**src/rtl/mult_pkg.sv**
```systemverilog
// mult_pkg: shared FSM state, Booth digit type and digit-count helper for the Booth multiplier.
package mult_pkg;
    typedef enum logic [1:0] {IDLE, BUSY, DONE} multState_t;
    typedef logic signed [2:0] boothDigit_t;
    function automatic int ndig(input int w);
        return (w + 3) / 2;
    endfunction
endpackage

```
**src/rtl/booth_recoder.sv**
```systemverilog
// booth_recoder: maps a radix-4 Booth triplet {b(2i+1), b(2i), b(2i-1)} to neg/zero/two select lines.
module booth_recoder (
    input  logic [2:0] triplet_i,
    output logic       neg_o,
    output logic       zero_o,
    output logic       two_o
);
    always_comb begin
        zero_o = (triplet_i == 3'b000) || (triplet_i == 3'b111);
        two_o  = (triplet_i == 3'b011) || (triplet_i == 3'b100);
        neg_o  = triplet_i[2] & ~(triplet_i[1] & triplet_i[0]);
    end
endmodule

```
**src/rtl/booth_radix4_mult.sv**
```systemverilog
// booth_radix4_mult: iterative unsigned radix-4 Booth multiplier, one digit per cycle, start/done handshake.
// Define BOOTH_MULT_EARLY_TERM_EN to finish as soon as the remaining multiplier bits are all zero.
module booth_radix4_mult
    import mult_pkg::*;
#(
    parameter int WIDTH    = 10,
    parameter int OUTWIDTH = 2 * WIDTH
) (
    input  logic                clock,
    input  logic                reset,
    input  logic                start,
    input  logic [WIDTH-1:0]    mulIn1,
    input  logic [WIDTH-1:0]    mulIn2,
    output logic [OUTWIDTH-1:0] mulOut,
    output logic                done
);
    localparam int NDIG = ndig(WIDTH);
    localparam int AW   = 2 * WIDTH + 2;
    localparam int MW   = 2 * NDIG;
    localparam int CW   = $clog2(NDIG + 1);
    localparam logic [CW-1:0] LAST = CW'(NDIG - 1);

    multState_t            state_q;
    logic signed [AW-1:0]  mcand_q, acc_q, acc_d, mult_d, pp_d;
    logic [MW-1:0]         mplr_q;
    logic                  prev_q;
    logic [CW-1:0]         cnt_q;
    logic [OUTWIDTH-1:0]   mul_out_q;
    logic                  done_q, last_d, neg, zero, two;

    booth_recoder u_rec (
        .triplet_i({mplr_q[1:0], prev_q}),
        .neg_o    (neg),
        .zero_o   (zero),
        .two_o    (two)
    );

    // Multiplicand is pre-shifted by 2 per digit, so digit i always adds at bit 0 of mcand_q.
    always_comb begin
        mult_d = two ? (mcand_q <<< 1) : mcand_q;
        pp_d   = zero ? '0 : (neg ? -mult_d : mult_d);
        acc_d  = acc_q + pp_d;
`ifdef BOOTH_MULT_EARLY_TERM_EN
        last_d = (cnt_q == LAST) || ~|mplr_q[MW-1:1];
`else
        last_d = (cnt_q == LAST);
`endif
    end

    always_ff @(posedge clock or negedge reset) begin
        if (!reset) begin
            state_q   <= IDLE;
            mcand_q   <= '0;
            mplr_q    <= '0;
            prev_q    <= 1'b0;
            acc_q     <= '0;
            cnt_q     <= '0;
            mul_out_q <= '0;
            done_q    <= 1'b0;
        end else begin
            done_q <= 1'b0;
            case (state_q)
                BUSY: begin
                    acc_q   <= acc_d;
                    mcand_q <= mcand_q <<< 2;
                    mplr_q  <= mplr_q >> 2;
                    prev_q  <= mplr_q[1];
                    cnt_q   <= cnt_q + 1'b1;
                    if (last_d) begin
                        state_q   <= DONE;
                        mul_out_q <= acc_d[OUTWIDTH-1:0];
                        done_q    <= 1'b1;
                    end
                end
                default: begin
                    if (start) begin
                        state_q <= BUSY;
                        mcand_q <= AW'(mulIn1);
                        mplr_q  <= MW'(mulIn2);
                        prev_q  <= 1'b0;
                        acc_q   <= '0;
                        cnt_q   <= '0;
                    end else begin
                        state_q <= IDLE;
                    end
                end
            endcase
        end
    end

    assign mulOut = mul_out_q;
    assign done   = done_q;
endmodule

```
**config.mk**
```make
export PLATFORM = sky130hd
export DESIGN_NAME = booth_radix4_mult
export DESIGN_NICKNAME = d
export VERILOG_FILES = /design/src/rtl/mult_pkg.sv /design/src/rtl/booth_recoder.sv /design/src/rtl/booth_radix4_mult.sv
export SDC_FILE = /design/constraint.sdc
export NUM_CORES = 1
export LEC_CHECK = 0
export CORE_UTILIZATION = 60
export CTS_CLUSTER_DIAMETER = 120
export DETAILED_ROUTE_END_ITERATION = 10
export PLACE_DENSITY = 0.81
export SETUP_SLACK_MARGIN = 0.3
export SYNTH_ARGS = -nofsm -noshare
export SYNTH_HDL_FRONTEND = slang
export SYNTH_HIERARCHICAL = 1
export SYNTH_SLANG_ARGS = --single-unit
```
**constraint.sdc**
```tcl
create_clock -name clock -period 7.3 [get_ports clock]
set_input_delay 2.19 -clock clock [delete_from_list [all_inputs] [get_ports clock]]
set_output_delay 2.19 -clock clock [all_outputs]
set_load 0.02 [all_outputs]
```
## After elaboration in Yosys (flattened, before gate mapping)

Cells that the tools add are included.

- RAM bits: 0
- Word-level logic and storage cells: 43
- Latch bits: 0
- Bits in read-only memories: 0
- Output and inout bits: 21
- Memories kept: 0
- Input bits: 23
- Register bits after elaboration: 83

- Shift operators: 0
- Add/subtract/negate cells: 3
- Divide/modulo/power cells: 0
- Reduce and logical (&&, ||, !) cells: 5
- Magnitude comparators: 0
- Eq/ne operators: 6
- $mul: 0
- Muxes and demuxes: 18
- Bitwise operators: 3

Operators by type and width:

| cell | count |
|---|---|
| two-way mux 22 bit | 7 |
| two-way mux 12 bit | 2 |
| adder 22 bit | 1 |
| negator 22 bit | 1 |
| == test 3 bit (second input constant) | 3 |
| two-way mux 3 bit | 2 |
| two-way mux 1 bit | 5 |
| two-way mux 2 bit | 2 |
| adder 3 x 1 -> 3 bit (second input constant) | 1 |
| == test 3 x 2 -> 1 bit (second input constant) | 1 |
| logical NOT 3 bit | 1 |
| bitwise AND 1 bit | 2 |
| == test 2 x 1 -> 1 bit (second input constant) | 1 |
| logical OR 1 bit | 2 |
| != test 2 bit (second input constant) | 1 |
| AND reduction 2 bit | 1 |
| nonzero test 2 bit | 1 |
| inverter 1 bit | 1 |

## Depth between registers and ports, before layout

- Depth in word-level cells: 8
- Depth in mapped cells: 24
- Gate-level depth less buffers: 20

## Hierarchy

Netlist, hierarchy kept.

By module, submodules not included:

| module | sequential area each (µm²) | cells an instance | area each (µm²) | instances |
|---|---|---|---|---|
| booth_radix4_mult | 1926.8 | 585 | 4984.8 | 1 |
| booth_recoder | 0.0 | 7 | 37.5 | 1 |

## Least setup slack after synthesis

No wires, ideal clock.

- Path kind: reg-to-reg
- Start point: reg mplr_q[0]
- End point: reg mul_out_q[19] (netlist: mulOut[19])
- Slack: 2337 ps
- Path buffers: 4
- Data required time: 7175 ps
- Clock period less this slack: 4963 ps
- Stages on the path, launching flop included: 24
- Data arrival time: 4838 ps
- Setup time: 125 ps
- Cell sequence: dfrtp_1 > nand2b_1 > o22ai_1 > buf_4 > clkbuf_1 > buf_1 > nand2b_1 > ha_1 > and4b_1 > nor3b_2 > and2_1 > a21oi_1 > o21ai_0 > o21ai_0 > nor3_1 > ha_1 > clkbuf_1 > a31o_2 > a221oi_2 > and3_4 > o41ai_4 > xnor2_1 > xnor2_1 > mux2_2

- Longest elaborated chain between the ends: 7
- Elaborated cells between the ends (all ways): 14
- Those cells by class: 2 x add/sub; 3 x eq/ne; 3 x mux; 3 x bitwise; 3 x reduce/logical

Ends and longest elaborated chain:

| what | line | RTL |
|---|---|---|
| start, declared | booth_radix4_mult.sv:25 | `logic [MW-1:0] mplr_q;` |
| start signal, assigned | booth_radix4_mult.sv:66 | `mplr_q <= mplr_q >> 2;` |
| start signal, assigned | booth_radix4_mult.sv:79 | `mplr_q <= MW'(mulIn2);` |
| == test 3 x 2 -> 1 bit or == test 3 bit (tied branches) | booth_recoder.sv:10 | `two_o = (triplet_i == 3'b011) \|\| (triplet_i == 3'b100);` |
| logical OR 1 bit * | booth_recoder.sv:10 |  |
| via two | booth_radix4_mult.sv:29 | `logic done_q, last_d, neg, zero, two;` |
| two-way mux 22 bit * | booth_radix4_mult.sv:40 | `mult_d = two ? (mcand_q <<< 1) : mcand_q;` |
| negator 22 bit | booth_radix4_mult.sv:41 | `pp_d = zero ? '0 : (neg ? -mult_d : mult_d);` |
| two-way mux 22 bit * (2 in a row) | booth_radix4_mult.sv:41 |  |
| adder 22 bit * | booth_radix4_mult.sv:42 | `acc_d = acc_q + pp_d;` |
| end signal, assigned | booth_radix4_mult.sv:71 | `mul_out_q <= acc_d[OUTWIDTH-1:0];` |
| end, declared | booth_radix4_mult.sv:28 | `logic [OUTWIDTH-1:0] mul_out_q;` |

Mark *: on every way through the listed nets, which the timed path passes. The rest lies on a longest branch.
A chain may end at the register's enable or synchronous reset.

## Worst setup path in the final report

Ends and elaborated chain as after synthesis.

==> impl_metrics.json <==
{
  "outcome": "completed",
  "postSynthAreaPerCell_um2": 8.48,
  "yosysSeqAreaShare_pct": 38.4,
  "die_y_um": 93.5,
  "cts_inserted_buffers": 9,
  "relSlewSlack_pct": 19.7,
  "start_util_pct": 61.4,
  "cp-end-kind": "flip-flop",
  "stdcell_area_um2": 5700,
  "drive_above_1_share_pct": 5.68,
  "crit_buf_inv": 0,
  "grt_use_total_pct": 28.0,
  "worstSkewPairLatency_ns": 0.36,
  "min_path_type": "flip-flop to flip-flop",
  "post_drt_wl_per_cell_um": 15.8,
  "synth_cell_types": 58,
  "hold_viol": 0,
  "rows": 33,
  "hold_buffers": 0,
  "finalWirelength_um": 11400,
  "layout.nets": 657,
  "synth_nets": 638,
  "crit_cells": 17,
  "ir_drop_mv": 0.355,
  "worstReg2RegStart": "mplr_q[0]",
  "finalMaxSlewViolations": 0,
  "diodes": 0,
  "die-width_um": 93.5,
  "grt_pass1_wl_um": 19200,
  "grt_max_degree": 78,
  "ys.flop_type": "dfrtp_1",
  "dp_hpwl_um": 7850,
  "tns_ns": 0,
  "criticalPathCategory": "flip-flop to flip-flop",
  "clock_sinks": 77,
  "drc_errors": 0,
  "finalWorstPathRequiredPeriod_ns": 5.11,
  "fp.dieArea_um2": 8740,
  "finalClockSkew_ns": 0.00655,
  "grt_pass1_vias": 4023,
  "p_per_area_nw_per_um2": 472,
  "critPathArrivalTime_ns": 5.35,
  "cts.path.max_buffers": 2,
  "fmax_ghz": 0.196,
  "io_pins": 44,
  "overflow": 0,
  "synth-edff-count": 0,
  "synth_warnings": 6,
  "drv_cap": 0,
  "cp-startpoint": "mplr_q[0]",
  "first_iter_violations": 322,
  "crit_fanout": 12,
  "syn_inst": 592,
  "core_area_um2": 8180,
  "path_cells": "nand2b_1 > o22ai_2 > mux2i_1 > ha_1 > and4b_1 > nor3b_2 > o21ai_0 > a2111oi_0 > ha_1 > a21oi_1 > o21ai_0 > a221oi_2 > and3_4 > o41ai_4 > xnor2_1 > xnor2_1 > mux2_2",
  "crit_required_ns": 7.55,
  "via_per_inst": 5.98,
  "dr_total_vias": 4314,
  "min_from": "mulOut[11]",
  "ant_nets": 0,
  "critical-path-top-delay-family": "compound AO/OA/AOI/OAI gates",
  "setup_viol": 0,
  "dpl_cell_area_um2": 5470,
  "worst_path_largest_cell_delay_ns": 0.67,
  "postCtsSetupBuffers": 0,
  "fin_crit_sh_pct": 69.9,
  "reg2reg_depth": 17,
  "critPathSlowestCell": "a2111oi_0",
  "whs_path_depth": 2,
  "synth-seq-cells": 77,
  "io_buffers": 43,
  "tightest_slew_ns": 1.20,
  "path_clk_slew_ns": 0.09,
  "syn_area_um2": 5020,
  "cts_resized": 0,
  "antenna_found_initial": 0,
  "firstDrtPassIters": 5,
  "synth-async-reset-ratio_pct": 100,
  "gp_congestion": 0.886,
  "ctsRootBufferMaster": "clkbuf_8",
  "rsz0062_at_grt": "no",
  "area_growth_pct": 13.4,
  "htreeDepth": 3,
  "startpoint_type": "flip-flop",
  "cts_tree": "yes",
  "leakage_nw": 2.55
}
state kept, by name, summed over array words and instances, names as in the netlist:
signal   cells
mcand_q     20
cnt_q        3
mplr_q      10
acc_q       20
prev_q       1
mulOut      20
state_q      2
done         1
layer usage:
layer	GRT usage (%)	up-vias	routed length [µm]	part of all wire (%)
met5	0	-	0	0
met4	12.1	0	325	2.9
met3	4.88	30	422	3.7
met2	45.1	111	5650	50
met1	36.9	2060	5000	44
li1	-	2113	-	-
cell families after synthesis:
kind of cell | share of synthesized area, %
muxes | 5.43
xor gates and xnor gates | 4.36
and+or+nand+nor | 23.2
AOI/OAI and AO/OA | 18.8
adders and majority gates | 5.88
buffers and inverters | 3.99
DFF | 38.4
layout by cell type (no fill, tap or decap), drive strengths merged, types with 3 or more instances in the layout:
cell type and instances:
xor2 8, o21a 3, a21o 6, nand3b 28
inv 16, o21ai 75, buf 5, and2 3
o22ai 4, nand3 6, nand2b 16, nor3b 3
clkdlybuf4s50 41, clkbuf 10, o31ai 5, nand2 90
a2111oi 7, nor3 8, ha 22, nor2b 13
nor2 51, mux2i 25, a21boi 5, a21oi 31
xnor2 17, or3 5, dfrtp 77
cells in the mapped netlist, types with 4 or more instances:
| cell type | number | area share [%] |
|---|---|---|
| o31ai_1 | 4 | 0.60 |
| xor2_1 | 8 | 1.4 |
| xnor2_1 | 17 | 3.0 |
| nand3b_1 | 28 | 4.2 |
| o21ai_0 | 75 | 7.5 |
| nand2b_1 | 16 | 2.0 |
| nand2_1 | 90 | 6.7 |
| a2111oi_0 | 6 | 1.0 |
| a21o_1 | 6 | 0.90 |
| a21oi_1 | 31 | 3.1 |
| nor2b_1 | 13 | 1.6 |
| nand3_1 | 6 | 0.60 |
| mux2i_1 | 25 | 5.0 |
| a21boi_0 | 4 | 0.60 |
| nor2_1 | 51 | 3.8 |
| ha_1 | 22 | 5.5 |
| clkbuf_1 | 34 | 2.5 |
| dfrtp_1 | 77 | 38 |
| nor3_1 | 8 | 0.80 |
| o22ai_1 | 4 | 0.50 |
| inv_1 | 14 | 1.0 |
| or3_1 | 5 | 0.62 |
stage by stage:
step / utilization, % / std cells / hold slack, ns / total power [mW] / setup slack (ns)
floorplan: - / 592 / 0.449 / 1.90 / 2.34
global placement: 66.9 / 705 / 0.455 / 2.24 / 2.54
detailed placement: 66.9 / 705 / 0.463 / 2.30 / 2.34
CTS: 69.7 / 721 / 0.476 / 2.69 / 2.29
global route: 69.7 / 721 / 0.510 / 2.92 / 1.83
finish: 69.7 / 721 / 0.469 / 2.69 / 2.19
worst reg2reg max path, cell delays in order, from the launching register on:
cell and delay (ns):
dfrtp_1 0.42, nand2b_1 0.19, o22ai_2 0.40, mux2i_1 0.29
ha_1 0.21, and4b_1 0.24, nor3b_2 0.26, o21ai_0 0.13
a2111oi_0 0.67, ha_1 0.42, a21oi_1 0.25, o21ai_0 0.17
a221oi_2 0.32, and3_4 0.28, o41ai_4 0.08, xnor2_1 0.29
xnor2_1 0.10, mux2_2 0.26
worst paths after layout:
check,end,slack [ns]
min in group asynchronous,mulOut[1],1.94
setup / recovery,mulOut[19],2.19
hold reg to reg,mulOut[11],0.47
setup reg to reg,mulOut[19],2.19
hold / removal,mulOut[11],0.47
max in group asynchronous,acc_q[4],4.68
layout make-up:
cell class	count	area, µm²
Inverter	14	52.6
Multi-Input combinational cell	463	2910
Clock buffer	10	138
Timing Repair Buffer	46	445
Sequential cell	77	1930
Fill cell	667	2480
Clock inverter	6	93.8
Tap cell	105	131
report_power, final:
| part | switching (mW) | internal, mW | total [mW] |
|---|---|---|---|
| logic | 0.916 | 0.636 | 1.55 |
| registers | 0.163 | 0.597 | 0.760 |
| clock network | 0.171 | 0.205 | 0.375 |
Power figures use the tool's default switching activity.
